**config.mk**
```make
export PLATFORM = sky130hd
export DESIGN_NAME = rtc_access_scheduler
export DESIGN_NICKNAME = d
export VERILOG_FILES = /design/src/rtl/rtc_access_scheduler.sv
export SDC_FILE = /design/constraint.sdc
export NUM_CORES = 1
export LEC_CHECK = 0
export ABC_AREA = 0
export CAP_MARGIN = 20
export CELL_PAD_IN_SITES_DETAIL_PLACEMENT = 1
export CELL_PAD_IN_SITES_GLOBAL_PLACEMENT = 1
export CORE_MARGIN = 2
export CORE_UTILIZATION = 30
export CTS_BUF_LIST = sky130_fd_sc_hd__clkbuf_2
export DETAILED_ROUTE_END_ITERATION = 7
export PLACE_DENSITY = 0.68
export SLEW_MARGIN = 10
export SYNTH_ARGS = -nofsm -noshare
export SYNTH_HDL_FRONTEND = slang
export SYNTH_SLANG_ARGS = --single-unit
```
**constraint.sdc**
```tcl
create_clock -name clk -period 7.9 [get_ports clk]
set_input_delay 0.79 -clock clk [delete_from_list [all_inputs] [get_ports clk]]
set_output_delay 0.79 -clock clk [all_outputs]
set_load 0.01 [all_outputs]
```
**src/rtl/rtc_access_scheduler.sv**
```systemverilog
// rtc_access_scheduler: init write, periodic RTC read bursts and user writes arbitrated onto one bus engine
module rtc_access_scheduler #(
  parameter logic [23:0] REFRESH_CYCLES = 24'd1_000_000,
  parameter logic [7:0]  RD_BASE        = 8'h21,
  parameter int          RD_COUNT       = 6,
  parameter logic [7:0]  INIT_ADDR      = 8'h02,
  parameter logic [7:0]  INIT_DATA      = 8'h10,
  parameter logic [7:0]  TIMEOUT        = 8'd200
) (
  input  logic                  clk,
  input  logic                  reset,
  output logic                  bus_start,
  output logic                  bus_write,
  output logic [7:0]            bus_addr,
  output logic [7:0]            bus_wdata,
  input  logic                  bus_done,
  input  logic [7:0]            bus_rdata,
  input  logic                  wr_req,
  input  logic [7:0]            wr_addr,
  input  logic [7:0]            wr_data,
  output logic                  wr_ack,
  output logic [8*RD_COUNT-1:0] time_regs,
  output logic                  snap_valid,
  output logic                  busy,
  output logic                  err
);
  typedef enum logic [2:0] {INIT_ISSUE, INIT_WAIT, IDLE, WR_ISSUE, WR_WAIT, RD_ISSUE, RD_WAIT, RD_COMMIT} state_t;
  state_t                state;
  logic [23:0]           rcnt;
  logic                  wrap;
  logic                  refresh_pend;
  logic [7:0]            tcnt;
  logic [2:0]            idx;
  logic [8*RD_COUNT-1:0] shadow;
  assign wrap = rcnt == REFRESH_CYCLES - 24'd1;
  assign busy = state != IDLE;
  // free-running refresh period counter, independent of the FSM
  always_ff @(posedge clk or posedge reset)
    if (reset) rcnt <= '0;
    else rcnt <= wrap ? '0 : rcnt + 24'd1;
  // access sequencer; bus_start is raised on entry to an issue state so it is high for exactly that state
  always_ff @(posedge clk or posedge reset)
    if (reset) begin
      state        <= INIT_ISSUE;
      bus_start    <= 1'b0;
      bus_write    <= 1'b0;
      bus_addr     <= '0;
      bus_wdata    <= '0;
      wr_ack       <= 1'b0;
      snap_valid   <= 1'b0;
      err          <= 1'b0;
      time_regs    <= '0;
      shadow       <= '0;
      tcnt         <= '0;
      idx          <= '0;
      refresh_pend <= 1'b0;
    end else begin
      bus_start  <= 1'b0;
      wr_ack     <= 1'b0;
      snap_valid <= 1'b0;
      err        <= 1'b0;
      case (state)
        INIT_ISSUE, WR_ISSUE, RD_ISSUE:
          if (!bus_start) begin
            bus_start <= 1'b1;
            bus_write <= 1'b1;
            bus_addr  <= INIT_ADDR;
            bus_wdata <= INIT_DATA;
            tcnt      <= '0;
          end else begin
            state <= state == INIT_ISSUE ? INIT_WAIT : state == WR_ISSUE ? WR_WAIT : RD_WAIT;
            tcnt  <= tcnt + 8'd1;
          end
        INIT_WAIT, WR_WAIT, RD_WAIT:
          if (bus_done) begin
            if (state == RD_WAIT) begin
              shadow[8*idx +: 8] <= bus_rdata;
              if (idx == 3'(RD_COUNT - 1)) state <= RD_COMMIT;
              else begin
                idx       <= idx + 3'd1;
                bus_start <= 1'b1;
                bus_write <= 1'b0;
                bus_addr  <= RD_BASE + 8'(idx) + 8'd1;
                tcnt      <= '0;
                state     <= RD_ISSUE;
              end
            end else begin
              wr_ack <= state == WR_WAIT;
              state  <= IDLE;
            end
          end else if (tcnt == TIMEOUT - 8'd1) begin
            err   <= 1'b1;
            state <= IDLE;
          end else tcnt <= tcnt + 8'd1;
        IDLE:
          if (wr_req && !wr_ack) begin
            bus_start <= 1'b1;
            bus_write <= 1'b1;
            bus_addr  <= wr_addr;
            bus_wdata <= wr_data;
            tcnt      <= '0;
            state     <= WR_ISSUE;
          end else if (refresh_pend) begin
            refresh_pend <= 1'b0;
            idx          <= '0;
            bus_start    <= 1'b1;
            bus_write    <= 1'b0;
            bus_addr     <= RD_BASE;
            tcnt         <= '0;
            state        <= RD_ISSUE;
          end
        RD_COMMIT: begin
          time_regs  <= shadow;
          snap_valid <= 1'b1;
          state      <= IDLE;
        end
        default: state <= IDLE;
      endcase
      if (wrap) refresh_pend <= 1'b1;
    end
endmodule

```
# == After elaboration in Yosys (flattened, before gate mapping) ==
# Index checks and enable logic that the tools add are counted.
# word_totals
register_bits,156
input_bits,28
out_inout_bits,70
wordCells,123
# classes
addsub,6
n_eq_ne,25
n_shift,2
muxes,60
reduce_logical,16
# op_table
cell,n
two-way mux 8 bit,15
bitwise mux 48 bit,1
case mux 8 bit (3 select lines),2
"variable shift 8 x 34 -> 48 bit, first input constant",1
indexed part select 8 x 34 -> 48 bit,1
two-way mux 3 bit,12
negation 6 -> 34 bit,1
"adder 24 x 1 -> 24 bit, second input constant",1
"== test 24 x 20 -> 1 bit, second input constant",1
two-way mux 24 bit,1
two-way mux 1 bit,22
"!= test 2 bit, second input constant",9
case mux 8 bit (2 select lines),1
"== test 3 bit, second input constant",5
"!= test 3 bit, second input constant",5
case mux 3 bit (4 select lines),1
AND reduction 6 bit,2
AND reduction 3 bit,3
"adder 7 x 1 -> 8 bit, second input constant",1
"adder 8 x 1 -> 8 bit, second input constant",1
"== test 8 bit, second input constant",1
"adder 6 x 3 -> 7 bit, first input constant",1
"== test 3 x 2 -> 1 bit, second input constant",2
case mux 1 bit (3 select lines),2
13 further kinds,17

# == Longest topological paths before layout ==
# depth
word_depth,6
mapped_depth,9
ltp_nobuf,7

# == Worst setup path after synthesis ==
# No wires, ideal clock.
# synth_timing
path_kind,register -> register
start,reg idx[0]
end,reg shadow[11]
setup_ns,0.128
arrival_ns,1.932
required_ns,7.772
slack_ns,5.840
path_stages_with_launch,10
path_buffers,2
period_less_slack_ns,2.060
path_cell_list,dfrtp_1 inv_1 ha_1 ha_1 and2_1 clkbuf_1 nand2_1 buf_2 nand2_1 o21ai_0
# synth_between
elab_chain_cells,3
word_cells_on_any_way,4
cone_classes,1 x add/sub; 2 x shift; 1 x mux
# synth_lines
item,line_no,text
start: declaration,33,logic [2:0] idx;
start signal: assignment,80,idx <= idx + 3'd1;
negation 6 -> 34 bit (*),77,shadow[8*idx +: 8] <= bus_rdata;
indexed part select 8 x 34 -> 48 bit / variable shift 8 x 34 -> 48 bit (equally long branches),77,
bitwise mux 48 bit (*),77,
end signal: indexed assignment,77,
end: declaration,34,logic [8*RD_COUNT-1:0] shadow;
# Every way passes the cells marked *; elsewhere a longest branch is shown, timed or not.
# A chain may end at the register's enable or synchronous reset.

# == Worst setup path after layout ==
# layout_timing
start,reg state[2]
end,out busy
# layout_between
elab_chain_cells,1
# layout_lines
item,line_no,text
start: declaration,28,state_t state;
start signal: assignment,71,state <= state == INIT_ISSUE ? INIT_WAIT : state == WR_ISSUE ? WR_WAIT : RD_WAIT;
!= test 3 x 2 -> 1 bit,36,assign busy = state != IDLE;
end: declaration,24,"output logic busy,"
# No other way between the ends.

==> key figures <==
CTS
  – Post-CTS setup repair buffer count: 0
  – CTS tree: done
  – Post-CTS Hold Fix Bufs: 0
  – Post-cts gate resize count: 0
  – Worst-Skew Late Latency: about 700 ps
  – Number of buffers created by CTS: 17
  – Clock tree root driver cell: sky130_fd_sc_hd__clkbuf_2
  – Clk sink count: between 150 and 200
  – Clk buf depth: 2
  – Clock slew at the register clock pins of the worst setup and hold paths: ~220 ps
  – H-tree levels: 4

Flow run
  – Max Cap Violations: 0

Logic synthesis
  – Number of warning messages in the yosys log: 0
  – Number of distinct library cells after synthesis: 58
  – Ranking of synthesized cells by instance count: sky130_fd_sc_hd__dfrtp_1, sky130_fd_sc_hd__nand2_1, sky130_fd_sc_hd__mux2_2
  – Cell type with the highest aggregate area in the netlist: sky130_fd_sc_hd__dfrtp_1
  – Dominant register cell in the synthesized netlist: sky130_fd_sc_hd__dfrtp_1
  – Post-synth ARST share: 100.0%
  – EDFF count, synth: 0
  – Most frequent cell after synthesis: sky130_fd_sc_hd__dfrtp_1
  – Fraction of the yosys area taken by sequential cells: about 58%
  – Area share of the largest cell type after synthesis: a little under 60%
  – Syn Inst Count: ~580
  – Number of synthesized register bits: about 160
  – Netlist area before placement: roughly 6800 sq um
  – Top post-synthesis cells by area: sky130_fd_sc_hd__dfrtp_1, sky130_fd_sc_hd__mux2_2, sky130_fd_sc_hd__nand2_1, sky130_fd_sc_hd__o21ai_0, sky130_fd_sc_hd__xor2_1
  – Average instance area after synthesis: ~12 sq um
  – Synth Net Count: just over 600

Timing
  – Count of final setup violators: 0
  – Setup repair after global routing missed its margin: false
  – Worst clock skew on the final layout: 47.42 ps
  – Max frequency: 324.9 MHz
  – Final critical-path share of the clock period: 38.97%
  – Post-layout min period: between 3000 and 4000 ps
  – Transition time at the pin with the least slew margin: 961.6 ps
  – Final Max Tran Viols: 0
  – Final Hold Vio Count: 0
  – Worst max-slew margin expressed relative to the limit: between 30% and 40%
  – Accumulated negative setup slack: 0 ps
  – Final worst hold slack: 505.2 ps

Global route
  – Global-route wire length before repair: around 27000 microns
  – Vias in the first global route: just over 5000
  – Overall global routing resource usage: between 10% and 20%
  – Residual overflow from global routing: 0
  – Maximum number of pins on one net before global-route repair: 98
  – Number of antenna violations at the first check in global routing: 0

Critical path
  – Capturing element type of the critical path: output port
  – Top delay family on crit path: flip-flops
  – Arrival time reported for the critical path endpoint: 2290 ps
  – Depth of the critical timing path with buffers and inverters included: 3
  – Worst-path maximum fanout: 15
  – Worst-path cell chain: nor3b_2 > inv_2 > clkdlybuf4s50_1
  – Category of the most critical setup path: flop to output port
  – Critical-path top delay cell: sky130_fd_sc_hd__dfrtp_1
  – Endpoint required time on the critical path: roughly 7100 ps
  – Delay of the slowest cell on the worst path: about 750 ps
  – Length in cells of the worst reg-to-reg path: 6
  – Startpoint type of the worst setup path: flop
  – Number of buffers and inverters on the critical path: 2

Detailed routing
  – Routed met1 length: between 7000 and 8000 microns
  – Remaining design rule violation count: 0
  – Top Metal Used: met4
  – Total wire length after detailed routing: 16560 microns
  – Post-DR wirelength/cell: ~17 microns
  – Total length of routed met3 wires: 576 microns
  – Via/cell ratio: slightly below 5
  – Total vias in the final route: approximately 4700
  – Met2 WL post-DR: roughly 8000 microns
  – Iteration-0 DRC Markers: approximately 220
  – Number of iterations in the first detailed-routing pass: 4
  – Number of routed nets with antenna violations: 0

Power and ir drop
  – Power Dens Cells: roughly 320 nW/um^2
  – Sequential cell fraction of total power: between 40 and 50%
  – Static power due to leakage: 3.799 nW
  – Peak supply drop: roughly 0.13 mV
  – Switch Pwr: roughly 0.97 mW
  – Fraction of power consumed by the clock network: 15.6%
  – Combinational Power Share: between 30% and 40%
  – Int Pwr: ~1.6 mW
  – Fraction of power spent switching nets: 37.52%

Placed design
  – Total cell area at the placement stage: approximately 8000 sq um
  – Gp weighted congestion: 0.7796
  – IO Port Bufs: 97
  – HPWL Detailed: 12010 microns
  – Number of placed instances with taps included: around 940

Die
  – Number of ports placed on the die boundary: 98
  – Initial standard-cell utilization of the core: 30.76%
  – Floorplan die area: 23730 sq um
  – Number of rows in the core area: 54
  – Placeable core area: roughly 22000 sq um
  – DIE WIDTH: about 150 microns
  – Vertical extent of the die: ~150 microns

Final layout
  – Post-layout util: a little under two fifths
  – Share of post-route cells with drive strength above 1: between 10% and 20%
  – Area growth from synthesis to final layout: 21.32%
  – Final instance area: between 8000 and 9000 sq um
  – Net count of the finished layout: 710
  – Non-filler instance count after layout: 965
  – Antenna diode count: 0
  – Filler Cell Count: between 2000 and 2500
  – Area taken by multi-input logic gates: between 2000 and 3000 sq um
  – FF+latch area: roughly 3900 sq um

Worst hold path
  – Number of stages on the worst hold path: 2
  – Type of the tightest min-delay check: flop to flop

Status
  – Run status: completed
[flip-flops by register name, summed over array words and instances (netlist names)]
register and count:
state 3, shadow 48, refresh_pend 1, time_regs 48, bus_wdata 8, bus_addr 8, idx 3, err 1
tcnt 8, snap_valid 1, rcnt 24, bus_start 1, bus_write 1, wr_ack 1
[logic make-up (layout without fill, tap and decap cells)]
group / after synthesis / in the layout / share of synthesized area, %
AND/OR/NAND/NOR: 196 / 196 / 14.63
flip-flops: 156 / 156 / 57.79
XOR/XNOR: 22 / 22 / 2.852
AO/OA/AOI/OAI: 77 / 77 / 7.446
adder cells (fa/ha/maj): 8 / 8 / 1.482
multiplexers: 78 / 78 / 13.04
buffers and inverters: 39 / 148 / 2.760
[cell usage in the layout (no fill, tap or decap), types with 3 or more instances in the layout]
cell,count
sky130_fd_sc_hd__mux2_2,63
sky130_fd_sc_hd__and3_1,5
sky130_fd_sc_hd__a22o_1,10
sky130_fd_sc_hd__o21ai_0,37
sky130_fd_sc_hd__nand3_1,28
sky130_fd_sc_hd__clkbuf_2,17
sky130_fd_sc_hd__nand2_2,3
sky130_fd_sc_hd__a211o_1,6
sky130_fd_sc_hd__a21oi_1,8
sky130_fd_sc_hd__clkinvlp_4,3
sky130_fd_sc_hd__nor2_1,33
sky130_fd_sc_hd__nand4_1,8
sky130_fd_sc_hd__nand2_1,74
sky130_fd_sc_hd__xnor2_1,5
sky130_fd_sc_hd__clkdlybuf4s50_1,97
sky130_fd_sc_hd__buf_4,3
sky130_fd_sc_hd__nor3_1,5
sky130_fd_sc_hd__dfrtp_1,156
sky130_fd_sc_hd__xor2_1,17
sky130_fd_sc_hd__nand2b_1,4
sky130_fd_sc_hd__and2_1,4
sky130_fd_sc_hd__mux2_1,13
sky130_fd_sc_hd__inv_1,15
sky130_fd_sc_hd__inv_6,5
sky130_fd_sc_hd__nor2b_1,5
sky130_fd_sc_hd__nand2b_2,3
sky130_fd_sc_hd__ha_1,8
sky130_fd_sc_hd__clkinv_4,3
[path summary, 6_finish.rpt]
path	to	from	slack, ps
max reg2reg	shadow[33]$_DFFE_PP0P_	idx[0]$_DFFE_PP0P_	5060
min in group asynchronous	time_regs[41]$_DFFE_PP0P_	reset	580
max in group asynchronous	tcnt[7]$_DFFE_PP0P_	reset	5940
min	shadow[17]$_DFFE_PP0P_	shadow[17]$_DFFE_PP0P_	510
min reg2reg	shadow[17]$_DFFE_PP0P_	shadow[17]$_DFFE_PP0P_	510
max	busy	state[2]$_DFFE_PP0P_	4820
[power by group through the flow]
stage	registers (mW)	clock network, mW	logic, mW
2_1_floorplan	1.16	0	0.597
3_3_place_gp	1.16	0	1.00
3_5_place_dp	1.17	0	1.05
4_1_cts	1.16	0.424	1.05
5_1_grt	1.18	0.460	1.13
6_report	1.15	0.404	1.03
[cell type report]
type	instances	area share, %
inverters	18	0.9466
well taps	280	4.275
flip-flops and latches	156	47.63
clock buffers	17	1.038
multi-input cells	381	32.55
repair buffers	100	12.12
clock inverters	13	1.435
[worst min-delay path, stage by stage (launching register included)]
cell                      delay [ps]
sky130_fd_sc_hd__dfrtp_1         400
sky130_fd_sc_hd__nand2_1          50
sky130_fd_sc_hd__nand2_1          50
[metrics by stage]
stage,total power [mW],setup slack [ps]
after floorplan,1.762,2903
after global placement,2.158,4648
after detailed placement,2.221,4525
after CTS,2.631,4739
after global routing,2.775,4619
final,2.591,4822
[routing by layer]
layer  vias to the layer above  track usage (%)
li1                       2190                -
met1                      2386            19.11
met3                        11            3.439
met4                         0            3.338
met5                         -                0
met2                        84            24.83
(Power assumes the default switching activity.)
